File: config.mk
export PLATFORM = sky130hd
export DESIGN_NAME = mult3_ctrl
export DESIGN_NICKNAME = d
export VERILOG_FILES = /design/src/rtl/mult3_ctrl_pkg.sv /design/src/rtl/sum3b.sv /design/src/rtl/mult3_ctrl.sv
export SDC_FILE = /design/constraint.sdc
export NUM_CORES = 1
export LEC_CHECK = 0
export BUFFER_PORTS_ARGS = -buffer_cell sky130_fd_sc_hd__buf_2
export CAP_MARGIN = 20
export CORE_MARGIN = 2
export CORE_UTILIZATION = 57
export CTS_BUF_LIST = sky130_fd_sc_hd__clkbuf_16
export CTS_CLUSTER_SIZE = 25
export DETAILED_ROUTE_END_ITERATION = 16
export PLACE_DENSITY = 0.81
export SYNTH_ARGS = -nofsm -noshare
export SYNTH_HDL_FRONTEND = slang
export SYNTH_HIERARCHICAL = 1
export SYNTH_SLANG_ARGS = --single-unit
File: constraint.sdc
create_clock -name clk -period 3.1 [get_ports clk]
set_input_delay 0.465 -clock clk [delete_from_list [all_inputs] [get_ports clk]]
set_output_delay 0.465 -clock clk [all_outputs]
set_load 0.05 [all_outputs]
File: src/rtl/mult3_ctrl_pkg.sv
// Shared definitions for the 3-bit shift-and-add multiplier: state encodings, widths, step limit.
// Optional operation counter is enabled by defining MULT3_OPCOUNT_EN.
package mult3_ctrl_pkg;

  typedef enum logic [1:0] {
    IDLE = 2'd0,
    CALC = 2'd1,
    DONE = 2'd2
  } state_t;

  localparam int          OP_W      = 3;
  localparam int          PROD_W    = 6;
  localparam logic [1:0]  STEP_LAST = 2'd2;

endpackage

File: src/rtl/sum3b.sv
// 3-bit ripple adder with carry in/out; the one adder the multiplier time-shares.
module sum3b (
  input  logic [2:0] A,
  input  logic [2:0] B,
  input  logic       Ci,
  output logic [2:0] S,
  output logic       Co
);

  assign {Co, S} = {1'b0, A} + {1'b0, B} + {3'b000, Ci};

endmodule

File: src/rtl/mult3_ctrl.sv
// Sequential 3x3 unsigned multiplier: one partial-product step per cycle through a shared sum3b.
// Define MULT3_OPCOUNT_EN to add the 8-bit op_count output.
module mult3_ctrl
  import mult3_ctrl_pkg::*;
#(
  parameter int W = 3
) (
  input  logic           clk,
  input  logic           rst,
  input  logic           start,
  input  logic [W-1:0]   a,
  input  logic [W-1:0]   b,
  output logic           busy,
  output logic           done,
`ifdef MULT3_OPCOUNT_EN
  output logic [7:0]     op_count,
`endif
  output logic [2*W-1:0] p
);

  state_t         state, state_nxt;
  logic [W-1:0]   mcand, q, acc_hi;
  logic [1:0]     step;
  logic [2*W-1:0] p_q;

  logic [W-1:0]   add_s;
  logic           add_co;
  logic           carry;
  logic [W-1:0]   acc_sel;

  sum3b u_add (
    .A  (acc_hi),
    .B  (mcand),
    .Ci (1'b0),
    .S  (add_s),
    .Co (add_co)
  );

  // Skip the add when the multiplier bit is 0; carry is then 0.
  assign {carry, acc_sel} = q[0] ? {add_co, add_s} : {1'b0, acc_hi};

  always_ff @(posedge clk) begin
    if (rst) state <= IDLE;
    else     state <= state_nxt;
  end

  always_comb begin
    state_nxt = state;
    case (state)
      IDLE:    if (start) state_nxt = CALC;
      CALC:    if (step == STEP_LAST) state_nxt = DONE;
      DONE:    state_nxt = IDLE;
      default: state_nxt = IDLE;
    endcase
  end

  always_ff @(posedge clk) begin
    if (rst) begin
      mcand  <= '0;
      q      <= '0;
      acc_hi <= '0;
      step   <= '0;
      p_q    <= '0;
    end else begin
      case (state)
        IDLE: if (start) begin
          mcand  <= a;
          q      <= b;
          acc_hi <= '0;
          step   <= '0;
        end
        CALC: begin
          // {carry,acc_hi,q} shifted right by one after the conditional add
          {acc_hi, q} <= {carry, acc_sel, q[W-1:1]};
          step        <= step + 2'd1;
          if (step == STEP_LAST) p_q <= {carry, acc_sel, q[W-1:1]};
        end
        default: ;
      endcase
    end
  end

`ifdef MULT3_OPCOUNT_EN
  always_ff @(posedge clk) begin
    if (rst)                                         op_count <= '0;
    else if (state == CALC && step == STEP_LAST)     op_count <= op_count + 8'd1;
  end
`endif

  assign busy = (state != IDLE);
  assign done = (state == DONE);
  assign p    = p_q;

endmodule
==> results of run 1 <==
==> placed cells by master (no fill, tap or decap), types with 3 or more instances in the layout <==
master and count:
buf_2 16, ha_1 3, inv_1 9, nand2_1 8, dfxtp_1 19, a211oi_1 4
clkbuf_16 3, mux2i_1 5, a21oi_1 6, nor2_1 14
==> report_power, final <==
part / total, W / switching (W) / internal (W)
Sequential: 0.000265 / 0.0000112 / 0.000254
Combinational: 0.0000646 / 0.0000373 / 0.0000272
Clock: 0.000260 / 0.0000884 / 0.000171
==> cells by family after synthesis <==
kind of cell / Yosys count / share of synthesized area (%)
AND/OR/NAND/NOR: 33 / 18.6
AO/OA/AOI/OAI: 21 / 17.7
flip-flops: 19 / 40.8
buffers and inverters: 13 / 6.70
multiplexers: 6 / 6.57
adder cells (fa/ha/maj): 5 / 8.31
other: 1 / 0.402
XOR/XNOR: 1 / 0.939
==> cell type report <==
type                       count  area share [%]
clock inverter                 1           0.348
inverter                       8            2.78
clock buffer                   3            6.95
tap                           16            1.85
timing repair buffer          16            7.42
sequential                    19            35.2
multi-input combinational     67            45.4
==> state kept, by name, summed over array words and instances, names as in the netlist <==
| signal | count |
|---|---|
| acc_hi | 3 |
| p | 6 |
| step | 2 |
| state | 2 |
| q | 3 |
| mcand | 3 |
==> synth_stat cells (all sizes together) <==
cell     number
and2b         1
a2bb2oi       1
a211oi        6
buf           5
xnor2         1
o21ai         2
inv           8
nor2         14
nand2b        1
o2bb2ai       1
mux2i         5
mux2          1
or2           1
conb          1
nor3          1
a32oi         1
fa            2
dfxtp        19
nand2         8
nand3b        1
o21ba         1
o21bai        1
and3b         1
a21oi         6
nor2b         2
nor3b         1
ha            3
a22oi         2
or3           1
nand3         1
==> routing by layer <==
layer  vias to the layer above  wire length, um
met5                         -                0
met4                         0               32
li1                        366                -
met3                         5               97
met1                       326              845
met2                        24              802
==> metrics by stage <==
step                instance area (um^2)  power (W)  worst slack (ps)  hold slack (ps)  util, %
floorplan                            933   0.000319              1160              446        -
global placement                    1000   0.000331              1130              442     65.7
detailed placement                  1000   0.000334              1030              450     65.7
CTS                                 1080   0.000592              1000              455     70.9
global route                        1080   0.000607               919              480     70.9
finish                              1080   0.000590              1000              449     70.9
==> worst paths after layout <==
kind / startpoint / to / cells after the start
min: a[0] / mcand[0]$_SDFFE_PP0P_ / 3
min reg2reg: p[1]$_SDFFE_PP0P_ / p[1]$_SDFFE_PP0P_ / 2
max reg2reg: acc_hi[0]$_SDFFE_PP0P_ / acc_hi[0]$_SDFFE_PP0P_ / 7
max: acc_hi[0]$_SDFFE_PP0P_ / acc_hi[0]$_SDFFE_PP0P_ / 7
==> worst max-delay path, stage by stage (launching register included) <==
cell     delay [ps]
dfxtp_1         360
inv_1            70
fa_1            470
fa_1            510
inv_1            40
mux2_2          270
a22oi_1         180
nor2_1           70
==> reports/qor.yml, run 1 <==
status:
  run_status: "complete, no violations"
pwr:
  power_density_nw_per_um2: 546
  ir_worst_vdd_uv: 395
  leakagePower_nw: 0.457
clock_tree:
  clk_path_buf_depth: 2
  clock_latency_ps: 250
  clkSinkCount: 19
  cts-root-buf: "clkbuf_16"
  cts_resized: 0
  htree_levels: 1
  cts_hold_buf: 0
  cts_tree: "yes"
  cts_buffers: 3
  path_clk_slew_ps: 50
  postCtsSetupBuffers: 0
worst_setup_path:
  crit_path_start_kind: "register"
  worstSetupPathType: "reg2reg"
  worstPathArrival_ps: 2220
  worst_ep_required_time_ps: 3220
  cp_max_fo: 3
  end_kind: "register"
  ff2ff_setup_slack_ps: 1000
cells_and_area:
  drive_above_1_share_pct: 23.7
  multi_input_area_um2: 490
  nets: 129
  instances_no_fill: 130
  nFillCells: 122
  diodes: 0
  syn_to_final_growth_pct: 15.7
  ff_latch_area_um2: 380
routing:
  ant_nets: 0
  first_pass_iters: 4
  vias_per_cell: 5.55
  drt_wl_total_um: 1780
  wl_per_cell_um: 13.7
  drt_iter0_markers: 6
  num_vias: 721
  drc_errors: 0
timing:
  finalCritPeriodShare_pct: 67.7
  tns_ps: 0
  period_minus_slack_ps: 2100
  hold_viol: 0
  slew_violations: 0
  fmax_mhz: 476
  skew_ps: 2.33
  finalSetupViolCount: 0
  rsz0062_at_grt: "false"
grt:
  grtUsageMet3_pct: 3.67
  grt_first_pass_wirelength_um: 2930
  met1_usage_pct: 26.1
  met2_usage_pct: 33.0
  grt_max_degree: 21
  grt_pass1_vias: 693
  grt_overflow: 0
  top_usage_layer: "met2"
  antenna_found_initial: 0
  track_usage_pct: 20.3
floorplanning:
  core-area_um2: 1520
  fp.dieH_um: 44.5
  initial_core_util_pct: 61.2
  io_pins: 17
  dieArea_um2: 1980
  die_w_um: 44.5
  fp-row-count: 14
synth:
  synthDistinctLibCells: 35
  synth_top_area_share_pct: 40.8
  syn-num-nets: 113
  netlist_instances: 99
  synth.area.top_cells: "dfxtp_1 41%, nor2_1 5.6%, mux2i_1 5.4%"
  yosysWarnings: 6
  yosys.area.top_type: "dfxtp_1"
  ys_seq_area_share_pct: 40.8
  synth-seq-cells: 19
  avgSynthCellArea_um2: 9.43
  syn_area_um2: 933
run:
  drv_cap: 0
worst_hold_path:
  min_path_type: "in2reg"
placement:
  routabilityCongestion: 0.799
  hpwl_um: 1190
  io_buffers: 16
  dp_cells: 126
Power figures use the tool's default switching activity.
==> run 2, diff against run 1 <==
--- a/config.mk
+++ b/config.mk
@@ -5,14 +5,15 @@
 export SDC_FILE = /design/constraint.sdc
 export NUM_CORES = 1
 export LEC_CHECK = 0
+export ABC_AREA = 1
 export BUFFER_PORTS_ARGS = -buffer_cell sky130_fd_sc_hd__buf_2
 export CAP_MARGIN = 20
 export CORE_MARGIN = 2
-export CORE_UTILIZATION = 57
+export CORE_UTILIZATION = 52
 export CTS_BUF_LIST = sky130_fd_sc_hd__clkbuf_16
 export CTS_CLUSTER_SIZE = 25
 export DETAILED_ROUTE_END_ITERATION = 16
-export PLACE_DENSITY = 0.81
+export PLACE_DENSITY = 0.76
 export SYNTH_ARGS = -nofsm -noshare
 export SYNTH_HDL_FRONTEND = slang
 export SYNTH_HIERARCHICAL = 1
==> constraint.sdc (replaced) <==
create_clock -name clk -period 1.95 [get_ports clk]
set_input_delay 0.2925 -clock clk [delete_from_list [all_inputs] [get_ports clk]]
set_output_delay 0.2925 -clock clk [all_outputs]
set_load 0.05 [all_outputs]
==> reports/qor.yml, run 2 <==
status:
  run_status: "complete, no violations"
worst_setup_path:
  rr_endpoint: "acc_hi[1]$_SDFFE_PP0P_"
  crit_path_start_kind: "register"
  worstPathArrival_ps: 2000
  r2r-start: "acc_hi[0]$_SDFFE_PP0P_"
  end_kind: "register"
  max_stage_delay_ps: 460
  ff2ff_setup_slack_ps: 130
  path_cells: "inv_1 > fa_1 > fa_1 > xnor2_1 > nand2_1 > nand2_1 > nand2_1 > a21oi_1"
  crit_top_cell: "nand2_1"
  crit_start: "acc_hi[0]$_SDFFE_PP0P_"
  worstSetupPathType: "reg2reg"
  r2r_cells: 8
  worst_ep_required_time_ps: 2130
  cp_max_fo: 3
  crit_end: "acc_hi[1]$_SDFFE_PP0P_"
  critical_path.slowest_cell: "fa_1"
timing:
  tns_ps: 0
  slew_violations: 0
  finalCritPeriodShare_pct: 93.1
  finalWorstSetupSlack_ps: 135
  fmax_mhz: 551
  hold_viol: 0
  period_minus_slack_ps: 1820
  finalSetupViolCount: 0
  rsz0062_at_grt: "false"
  skew_ps: 1.97
cells_and_area:
  fin_util_pct: 64.5
  nets: 162
  instances_no_fill: 164
  largest_reg_flops: 6
  mostFrequentLayoutCells: "36 x nand2_1, 21 x inv_1, 19 x dfxtp_1"
  layout_commonest_cell: "nand2_1"
  diodes: 0
  drive_above_1_share_pct: 16.3
  syn_to_final_growth_pct: 19.6
  nFillCells: 160
floorplanning:
  initial_core_util_pct: 53.9
  fp.dieH_um: 45.6
  fp-row-count: 15
  core-area_um2: 1670
  dieArea_um2: 2080
  io_pins: 17
  die_w_um: 45.6
clock_tree:
  clkSinkCount: 19
  cts-root-buf: "clkbuf_16"
  clk_path_buf_depth: 2
  cts_buffers: 3
  cts_tree: "yes"
  cts_hold_buf: 0
  clock_latency_ps: 250
  cts_resized: 0
  htree_levels: 1
  path_clk_slew_ps: 50
  postCtsSetupBuffers: 0
pwr:
  leakagePower_nw: 0.560
  power_w: 0.000938
  power_density_nw_per_um2: 871
  ir_worst_vdd_uv: 777
synth:
  synth.most_common_cell: "nand2_1"
  synth-main-ff-cell: "dfxtp_1"
  ys_seq_area_share_pct: 42.2
  yosysWarnings: 6
  synth_edf_count: 0
  avgSynthCellArea_um2: 7.04
  synthDistinctLibCells: 17
  synth.area.top_cells: "dfxtp_1 42%, nand2_1 15%, inv_1 8.8%"
  synth-seq-cells: 19
  syn_area_um2: 901
  syn-num-nets: 142
  synthArstFlopShare_pct: 0
  synth_top_area_share_pct: 42.2
  netlist_instances: 128
  yosys.area.top_type: "dfxtp_1"
  synthTopCellsByCount: "36 x nand2_1, 21 x inv_1, 19 x dfxtp_1, 16 x nor2_1, 9 x o21ai_0"
grt:
  grt_first_pass_wirelength_um: 2970
  grt_overflow: 0
  track_usage_pct: 19.7
  grt_max_degree: 15
  antenna_found_initial: 0
  grt_pass1_vias: 724
placement:
  routabilityCongestion: 0.829
  io_buffers: 16
  hpwl_um: 1380
  pre_cts_slack_ps: 151
  dp_cells: 160
run:
  drv_cap: 0
routing:
  num_vias: 821
  vias_per_cell: 5.01
  ant_nets: 0
  drt_wl_total_um: 1800
  drt_iter0_markers: 8
  drc_errors: 0
  first_pass_iters: 4
  wl_per_cell_um: 11.0
worst_hold_path:
  min_path_type: "in2reg"
==> run 2: logic make-up after synthesis <==
family	Yosys count	share of synthesized area, %
simple gates	63	28.8
buf+inv	23	9.72
flops	19	42.2
compound gates	16	9.31
fa+ha+maj	5	8.61
xor+xnor	1	0.972
other cells	1	0.416
==> run 2: per-stage QoR <==
| stage | hold slack (ps) | cell area (um^2) |
|---|---|---|
| floorplan | 362 | 901 |
| global placement | 456 | 997 |
| detailed placement | 461 | 997 |
| CTS | 284 | 1080 |
| global route | 291 | 1080 |
| finish | 291 | 1080 |
==> run 2: worst min-delay path by stage <==
stage | from | to | cells after the start
detailed placement | p[3]$_SDFFE_PP0P_ | p[3]$_SDFFE_PP0P_ | 2
CTS | rst | acc_hi[1]$_SDFFE_PP0P_ | 2
finish | rst | step[1]$_SDFFE_PP0P_ | 2
floorplan | rst | acc_hi[0]$_SDFFE_PP0P_ | 1
global placement | p[3]$_SDFFE_PP0P_ | p[3]$_SDFFE_PP0P_ | 2
global route | rst | acc_hi[1]$_SDFFE_PP0P_ | 2
==> run 2: power by group <==
group	total [W]	switching (W)	internal, W
Sequential	0.000417	0.0000115	0.000405
Clock	0.000414	0.000139	0.000274
Combinational	0.000108	0.0000713	0.0000363
==> run 2: worst max-delay path: cells and delay by family, from the launching register on <==
kind | cells | cell delay [ps]
AO/OA/AOI/OAI | 1 | 130
XOR/XNOR | 1 | 150
adder cells (fa/ha/maj) | 2 | 860
buffers and inverters | 1 | 70
flip-flops | 1 | 350
AND/OR/NAND/NOR | 3 | 200
==> run 2: metal layers <==
metal / track usage (%) / share of wire (%) / up-vias
met1: 24.6 / 45 / 379
met4: 9.41 / 0.56 / 0
met5: 0 / 0 / -
li1: - / - / 427
met3: 3.97 / 2.8 / 2
met2: 32.1 / 51 / 13
==> run 2: cell type report <==
cell class | instances | area [um^2] | area share [%]
clock buffer | 3 | 75.1 | 6.97
clock inverter | 1 | 5.00 | 0.465
inverter | 22 | 82.6 | 7.67
multi-input combinational | 86 | 433 | 40.2
sequential | 19 | 380 | 35.3
tap | 17 | 21.3 | 1.97
timing repair buffer | 16 | 80.1 | 7.43
